$ cat src/rtl/lif_neuron_scheduler.sv
// -----------------------------------------------------------------------------
// lif_neuron_scheduler
//
// Shares one leaky integrate-and-fire update datapath across N_NEURONS neurons.
// Each neuron has a membrane potential register v[i] and an input current
// register cur[i]. A start pulse in IDLE begins one timestep. The sweep visits
// the neurons in index order, one UPDATE cycle per neuron. A neuron that reaches
// THRESH produces one spike event, and the event is handed to the consumer
// through a valid/ready handshake.
//
// Handshake: the event transfers on a rising clock edge where spike_valid and
// spike_ready are both high. While spike_valid is high and the transfer has not
// happened, spike_valid and spike_idx do not change. spike_valid goes low in the
// cycle after the transfer.
//
// Optional feature (macro LIF_REFRACTORY_EN): each neuron gets a refractory
// flag, which is set when the neuron spikes. On the next sweep a flagged neuron
// is held at v=0, does not spike, and its flag is cleared. When the macro is not
// defined there are no flags, and every neuron integrates on every sweep.
//
// Ports
//   clk          in   rising-edge clock
//   reset        in   asynchronous reset, active-high
//   cur_we       in   write enable for the input current register
//   cur_widx     in   index of the current register to write
//   cur_wdata    in   current value to write
//   start        in   begin one timestep sweep (ignored unless IDLE)
//   busy         out  high in any state other than IDLE
//   done         out  one-cycle pulse when the sweep completes
//   spike_valid  out  a spike event is available
//   spike_idx    out  index of the spiking neuron
//   spike_ready  in   the consumer accepts the event
//   spike_vec    out  per-neuron spike flags from the last sweep
//   state_dbg    out  current FSM state (0 IDLE, 1 UPDATE, 2 EMIT, 3 DONE)
// -----------------------------------------------------------------------------
module lif_neuron_scheduler #(
    parameter int N_NEURONS  = 4,
    parameter int IDX_W      = 2,
    parameter int W          = 5,
    parameter int THRESH     = 15,
    parameter int LEAK_SHIFT = 1
) (
    input  logic                 clk,
    input  logic                 reset,
    input  logic                 cur_we,
    input  logic [IDX_W-1:0]     cur_widx,
    input  logic [W-1:0]         cur_wdata,
    input  logic                 start,
    output logic                 busy,
    output logic                 done,
    output logic                 spike_valid,
    output logic [IDX_W-1:0]     spike_idx,
    input  logic                 spike_ready,
    output logic [N_NEURONS-1:0] spike_vec,
    output logic [1:0]           state_dbg
);

    typedef enum logic [1:0] {
        S_IDLE   = 2'd0,
        S_UPDATE = 2'd1,
        S_EMIT   = 2'd2,
        S_DONE   = 2'd3
    } state_t;

    localparam logic [W:0]       THRESH_EXT = (W+1)'(THRESH);
    localparam logic [IDX_W-1:0] LAST_IDX   = IDX_W'(N_NEURONS - 1);

    state_t           state;
    logic [IDX_W-1:0] ptr;
    logic [W-1:0]     cur [N_NEURONS];
    logic [W-1:0]     v   [N_NEURONS];

`ifdef LIF_REFRACTORY_EN
    logic [N_NEURONS-1:0] refr;
`endif

    // Datapath for the neuron at ptr. The sum is one bit wider than W, so a
    // large current plus the leaked potential does not wrap around.
    logic [W-1:0] cur_sel;
    logic [W-1:0] v_sel;
    logic [W:0]   ns;
    logic         fire;
    logic         last;
    logic         refr_hit;

    always_comb begin
        cur_sel = cur[ptr];
        v_sel   = v[ptr];
        ns      = {1'b0, cur_sel} + ({1'b0, v_sel} >> LEAK_SHIFT);
        fire    = (ns >= THRESH_EXT);
        last    = (ptr == LAST_IDX);
`ifdef LIF_REFRACTORY_EN
        refr_hit = refr[ptr];
`else
        refr_hit = 1'b0;
`endif
    end

    assign state_dbg = state;

    // Current writes are accepted in every state. A write to the neuron being
    // updated in the same cycle stores the new value, and the update uses the
    // old value.
    always_ff @(posedge clk or posedge reset) begin
        if (reset) begin
            for (int i = 0; i < N_NEURONS; i++) cur[i] <= '0;
        end else if (cur_we) begin
            cur[cur_widx] <= cur_wdata;
        end
    end

    always_ff @(posedge clk or posedge reset) begin
        if (reset) begin
            state       <= S_IDLE;
            ptr         <= '0;
            busy        <= 1'b0;
            done        <= 1'b0;
            spike_valid <= 1'b0;
            spike_idx   <= '0;
            spike_vec   <= '0;
            for (int i = 0; i < N_NEURONS; i++) v[i] <= '0;
`ifdef LIF_REFRACTORY_EN
            refr        <= '0;
`endif
        end else begin
            case (state)
                S_IDLE: begin
                    if (start) begin
                        state <= S_UPDATE;
                        busy  <= 1'b1;
                    end
                end

                S_UPDATE: begin
                    if (!refr_hit && fire) begin
                        v[ptr]         <= '0;
                        spike_vec[ptr] <= 1'b1;
                        spike_idx      <= ptr;
                        spike_valid    <= 1'b1;
                        state          <= S_EMIT;
`ifdef LIF_REFRACTORY_EN
                        refr[ptr]      <= 1'b1;
`endif
                    end else begin
                        // A refractory neuron is held at zero. Otherwise the
                        // sum is below THRESH, so it fits in W bits.
                        v[ptr]         <= refr_hit ? '0 : ns[W-1:0];
                        spike_vec[ptr] <= 1'b0;
`ifdef LIF_REFRACTORY_EN
                        refr[ptr]      <= 1'b0;
`endif
                        if (last) begin
                            ptr   <= '0;
                            state <= S_DONE;
                            done  <= 1'b1;
                        end else begin
                            ptr   <= ptr + IDX_W'(1);
                        end
                    end
                end

                S_EMIT: begin
                    // Hold the event until it transfers. No neuron updates in
                    // this state.
                    if (spike_ready) begin
                        spike_valid <= 1'b0;
                        if (last) begin
                            ptr   <= '0;
                            state <= S_DONE;
                            done  <= 1'b1;
                        end else begin
                            ptr   <= ptr + IDX_W'(1);
                            state <= S_UPDATE;
                        end
                    end
                end

                S_DONE: begin
                    state <= S_IDLE;
                    done  <= 1'b0;
                    busy  <= 1'b0;
                end

                default: begin
                    state <= S_IDLE;
                    busy  <= 1'b0;
                    done  <= 1'b0;
                end
            endcase
        end
    end

endmodule
$ cat config.mk
export PLATFORM = sky130hd
export DESIGN_NAME = lif_neuron_scheduler
export DESIGN_NICKNAME = d
export VERILOG_FILES = /design/src/rtl/lif_neuron_scheduler.sv
export SDC_FILE = /design/constraint.sdc
export NUM_CORES = 1
export LEC_CHECK = 0
export ABC_AREA = 1
export BUFFER_PORTS_ARGS = -buffer_cell sky130_fd_sc_hd__buf_2
export CAP_MARGIN = 5
export CORE_AREA = 8 8 109 111
export CTS_CLUSTER_SIZE = 24
export DETAILED_ROUTE_END_ITERATION = 16
export DIE_AREA = 0 0 117 119
export SKIP_CTS_REPAIR_TIMING = 1
export SYNTH_ARGS = -nofsm -noshare
export SYNTH_HDL_FRONTEND = slang
export SYNTH_SLANG_ARGS = --single-unit
$ cat constraint.sdc
create_clock -name clk -period 3 [get_ports clk]
set_clock_uncertainty 0.2 [all_clocks]
set_input_delay 0.15 -clock clk [delete_from_list [all_inputs] [get_ports clk]]
set_output_delay 0.15 -clock clk [all_outputs]
set_load 0.02 [all_outputs]
==> metrics, run 1 <==
status=finished with violations; failing checks=hold timing; Hold Path Depth=3; sequential cell area=1230 um2; sw frac=0.450; # setup viols final=0; GP Congestion=0.782; Reg power frac=0.290; critical path peak fanout=10; drt wl/cell=11.7 um; synth warn=0; drt pass-1 iters=4; Final Max Tran Viols=0; Rows=37; Routed WL=5400 um; Critical Path AT=2660 ps; post-synthesis net count=306; hold slack=-30.2 ps; R2R depth=13; Final Hold Viols=4; # IOs=23; R2R Setup Slk=340 ps; CTS Sinks=49; period utilisation layout=0.887; cts bufs inserted=5; RR Endpoint=ptr[1]$_DFFE_PP0P_; Via Count=1932; Starting Density=0.244; remaining antenna violation count after routing=0; IO buf count=22; crit path capture type=flop; R2R Path Start=ptr[0]$_DFFE_PP0P_; worst slew pin tran=1020 ps; Multi-input gate area=1070 um2; Worst VDD drop=0.387 mV; Mapped Cells=285; CTS H-tree depth=2; Slew HR=0.317; Initial DRC Count=92; syn_area_per_cell=8.63 um2; Post-synth top flop=dfrtp_1; Avg Vias per Cell=4.20; asr flop ratio synth=1.00; Area growth, synth to finish=20.0%; Static Leak=1.49 nW; Die Width=117 um; Worst Path Required=3000 ps; Diodes inserted=0; placed insts=442; Hold Crit Endpoint=cur[19]$_DFFE_PP0P_; internal power=1.85 mW; first-pass GRT wire length=9260 um; Skew-Pair Late Insertion Delay=300 ps; EDFF count, synth=0; core area=10100 um2; Seq/Total Area, Yosys=0.499; Unique masters post-synth=32; die height=119 um; CTS Root Cell=clkbuf_8; GRT Total Usage=0.0815; CP Launch Type=flop; largest net degree at the start of global routing=50; clk slew on worst S/H paths=90 ps; vias in the first global route=1882; Fmax=0.376 GHz; total die area=13900 um2; synthesized area=2460 um2; power share of the combinational group=0.564; Max Root-Sink Buffers=2; RSZ-0062 raised after global routing=false; fillcell total=1121; hold path startpoint=cur_wdata[4]; CTS tree=done; P_sw=1.51 mW; initial antenna violation count=0; max_cap viols=0; non-filler cells, final=460; power share of the clock group=0.146; global route overflow=0; pwr dens=1140 nW/um2; Min-Delay Path Class=input port to flop; Tmin final=2660 ps; total power=3.36 mW; Setup CP Type=flop to flop; Fin Setup TNS=0 ps; DP HPWL=4010 um; DRC=0; fin nets=344; layout cells sized above 1=0.185; Synth Register Bits=49
[cell type report]
cell class	instances	share of cell area
clock buffer	7	0.0293
clock inverter	1	0.0102
inverter	33	0.0420
multi-input combinational	197	0.364
sequential	49	0.416
tap	136	0.0577
timing repair buffer	37	0.0814
[layout by cell type, fill, tap and decap left out, types with 4 or more instances in the layout]
cell / synthesis / layout
clkbuf_8: 0 / 6
buf_2: 1 / 22
o22ai_1: 8 / 8
inv_1: 31 / 30
nand3_1: 11 / 11
o21ai_1: 8 / 8
nand2_1: 71 / 71
nor2_1: 24 / 24
dlygate4sd3_1: 0 / 7
ha_1: 8 / 8
o21ai_0: 40 / 40
buf_4: 1 / 8
nand3_2: 4 / 4
dfrtp_1: 49 / 49
[cells in the mapped netlist, types with 2 or more instances]
master,n,area [um2]
nand2_1,71,267
dfrtp_1,49,1230
o21ai_0,40,200
inv_1,31,116
nor2_1,24,90.1
nand3_1,11,55.1
ha_1,8,100
o21ai_1,8,40.0
o22ai_1,8,50.1
nand3_2,4,40.0
clkbuf_1,3,11.3
o21ai_2,3,26.3
a21oi_2,2,17.5
inv_2,2,7.51
mux2i_1,2,20.0
nand2_2,2,12.5
nand4_1,2,12.5
[critical path, stage by stage, from the launching register on]
cell     delay, ps
dfrtp_1        410
buf_4          180
o21ai_0        170
o22ai_1        100
ha_1           230
fa_1           380
nand2_1        120
a21oi_2         90
a21oi_4        190
nand3_4        130
nand2_4        130
nand3_1        100
nand2_1         90
nand2_1         50
[layer usage]
metal,global-route usage,up-vias,routed length [um]
met3,0.0202,8,173
met2,0.124,32,2340
li1,-,1004,-
met5,0,-,0
met1,0.112,888,2830
met4,0.0208,0,57
[power groups by stage]
stage,clock [mW],combinational (mW),sequential (mW)
after global placement,0,1.81,0.985
after global routing,0.530,2.15,0.998
after detailed placement,0,1.86,0.985
after floorplan,0,1.37,1.04
final,0.489,1.89,0.974
after CTS,0.501,1.86,0.975
[sequential cells by signal (all words and copies together) (netlist names), named ones only]
register     cells
cur             20
v               16
ptr              2
spike_idx        2
state_dbg        2
busy             1
done             1
spike_valid      1
[metrics by stage]
| stage | instance area, um2 | utilization | hold WS, ps | setup WS, ps |
|---|---|---|---|---|
| after global placement | 2740 | 0.272 | 189 | 321 |
| after detailed placement | 2740 | 0.272 | 192 | 255 |
| after CTS | 2860 | 0.283 | -119 | 233 |
| after floorplan | 2460 | - | 82.7 | 267 |
| final | 2950 | 0.292 | -30.2 | 340 |
| after global routing | 2950 | 0.292 | 14.9 | 55.8 |
[cell families (layout without fill, tap and decap cells)]
| family | count (synthesis) | count (layout) | synth area share |
|---|---|---|---|
| simple gates | 120 | 120 | 0.222 |
| compound gates | 65 | 65 | 0.153 |
| flops | 49 | 49 | 0.499 |
| buf+inv | 39 | 78 | 0.0646 |
| fa+ha+maj | 9 | 9 | 0.0489 |
| mux | 3 | 3 | 0.0127 |
[how the worst max path moves through the flow]
stage | from | to | slack, ps
after global routing | ptr[0]$_DFFE_PP0P_ | done$_DFFE_PP0P_ | 60
after floorplan | ptr[0]$_DFFE_PP0P_ | ptr[0]$_DFFE_PP0P_ | 270
final | ptr[0]$_DFFE_PP0P_ | ptr[1]$_DFFE_PP0P_ | 340
after detailed placement | ptr[0]$_DFFE_PP0P_ | done$_DFFE_PP0P_ | 260
after global placement | ptr[0]$_DFFE_PP0P_ | done$_DFFE_PP0P_ | 320
after CTS | ptr[0]$_DFFE_PP0P_ | done$_DFFE_PP0P_ | 230
Note: power is estimated with default switching activity, not from simulation.
==> inputs of run 2 (changes only) <==
CORE_AREA = 8 8 76 78   (was 8 8 109 111)
CTS_BUF_LIST = sky130_fd_sc_hd__clkbuf_8   (was not set)
DIE_AREA = 0 0 84 86   (was 0 0 117 119)
PLACE_DENSITY = 0.74   (was not set)
==> metrics, run 2 (synthesis results as in run 1) <==
status=finished with violations; failing checks=hold timing; Initial DRC Count=177 (+92%); drt wl/cell=13.8 um (+17%); crit path capture type=flop; Via Count=1963 (+1.6%); remaining antenna violation count after routing=0 (unchanged); Reg with most FFs=cur; most used cell, CP=nand2_1; commonest non-fill, non-tap cell in the layout=nand2_1; R2R Path Start=ptr[0]$_DFFE_PP0P_; Final Hold Viols=4 (unchanged); Worst VDD drop=0.480 mV (+24%); first-pass GRT wire length=9290 um (+0.38%); die height=86 um (-28%); Skew-Pair Late Insertion Delay=300 ps (about the same); CTS tree=done; Setup CP Type=flop to flop; Die Width=84 um (-28%); biggest regs=cur (20), v (16); total die area=7220 um2 (-48%); Worst Path Required=3040 ps (+40 ps); RSZ-0062 raised after global routing=false; CP Launch Type=flop; initial antenna violation count=0 (unchanged); core area=4600 um2 (-54%); RR Endpoint=done$_DFFE_PP0P_; GRT Total Usage=0.157 (+0.0756); largest net degree at the start of global routing=50 (unchanged); slowest CP cell=fa_1; DP HPWL=3690 um (-8.0%); # IOs=23 (unchanged); DRC=0 (unchanged); Placement Cell Area=2640 um2 (-3.7%); Min-Delay Path Class=input port to flop; Routed WL=5210 um (-3.6%); global route overflow=0 (unchanged); Fmax=0.377 GHz (+0.17%); GP Congestion=0.827 (+5.7%); fin nets=344 (unchanged); CTS H-tree depth=2 (unchanged); period utilisation layout=0.885 (-0.00152); CTS Root Cell=clkbuf_8; max reg flops=20 (unchanged); Slew HR=0.335 (+0.0177); Area growth, synth to finish=15.2%; layout cells sized above 1=0.188 (+0.00309); Max stage delay on crit path=530 ps (+120 ps); drt pass-1 iters=4 (unchanged); Avg Vias per Cell=5.19 (+24%); worst slew pin tran=996 ps (-26.6 ps); Rows=25 (-32%); max_cap viols=0 (unchanged); Starting Density=0.535 (+0.291); clk slew on worst S/H paths=90 ps (about the same); Critical Path AT=2690 ps (+30 ps); hold slack=-41.9 ps (-11.7 ps); total power=3.30 mW (-1.6%); IO buf count=22 (unchanged); Diodes inserted=0 (unchanged); CTS Sinks=49 (unchanged); crit path to=done$_DFFE_PP0P_; pwr dens=1170 nW/um2 (+2.5%); Static Leak=1.48 nW (-0.28%); commonest non-fill, non-tap cells in the layout=nand2_1 (71), dfrtp_1 (49), o21ai_0 (40); vias in the first global route=1968 (+4.6%); Fin Setup TNS=0 ps (unchanged); Tmin final=2660 ps (-4.56 ps); Max Root-Sink Buffers=2 (unchanged); R2R Setup Slk=340 ps (about the same); critical path peak fanout=15 (+5); Design Area, Final=2830 um2 (-4.0%); R2R depth=13 (unchanged); cts bufs inserted=5 (unchanged); cells along the critical path=buf_4 -> o21ai_0 -> o22ai_1 -> ha_1 -> fa_1 -> nand2_1 -> nor2_1 -> nand3_2 -> nand3_4 -> nand2_4 -> nand2_1 -> nand2_1 -> o21ai_1; Final Max Tran Viols=0 (unchanged); worst setup path start=ptr[0]$_DFFE_PP0P_; # setup viols final=0 (unchanged)
[run 2: cell count changes in the layout (fill, tap and decap cells not counted)]
cell       previous run  this run
clkinv_2              0         1
clkbuf_1              1         0
bufinv_16             1         0
clkbuf_8              6         7
[run 2: how the worst min path moves through the flow]
| stage | from | endpoint | slack, ps | depth (start not counted) |
|---|---|---|---|---|
| finish | cur_wdata[2] | cur[7]$_DFFE_PP0P_ | -40 | 3 |
| global route | cur_wdata[2] | cur[2]$_DFFE_PP0P_ | 5 | 3 |
| CTS | start | busy$_DFFE_PP0P_ | -130 | 2 |
| detailed placement | start | busy$_DFFE_PP0P_ | 190 | 2 |
| global placement | start | busy$_DFFE_PP0P_ | 180 | 2 |
| floorplan | start | busy$_DFFE_PP0P_ | 80 | 1 |
[run 2: cell type report]
cell class | count | area (um2)
Clock inverter | 1 | 5.00
Tap cell | 54 | 67.6
Multi-Input combinational cell | 197 | 1070
Fill cell | 401 | 1770
Inverter | 33 | 124
Timing Repair Buffer | 37 | 240
Sequential cell | 49 | 1230
Clock buffer | 7 | 96.3
[run 2: critical path, delay by kind of cell, from the launching register on]
| kind | cells | cell delay (ps) |
|---|---|---|
| and+or+nand+nor | 7 | 710 |
| buffers and inverters | 1 | 190 |
| DFF | 1 | 410 |
| AOI/OAI and AO/OA | 3 | 340 |
| adders and majority gates | 2 | 740 |
[run 2: metal layers]
layer / up-vias / GRT usage / share of wire
met2: 32 / 0.258 / 0.47
li1: 1006 / - / -
met4: 0 / 0.0534 / 0.014
met3: 7 / 0.0464 / 0.042
met5: - / 0 / 0
met1: 918 / 0.192 / 0.47
[run 2: stage by stage]
step	utilization	std cells	setup slack [ps]
2_1_floorplan	-	285	267
3_3_place_gp	0.574	360	332
3_5_place_dp	0.574	360	259
4_1_cts	0.596	368	233
5_1_grt	0.616	378	53.1
6_report	0.616	378	344
[run 2: power by group]
group / leakage, nW / switching (mW) / internal (mW)
registers: 0.618 / 0.116 / 0.852
clock network: 0.0542 / 0.214 / 0.209
logic: 0.810 / 1.19 / 0.724
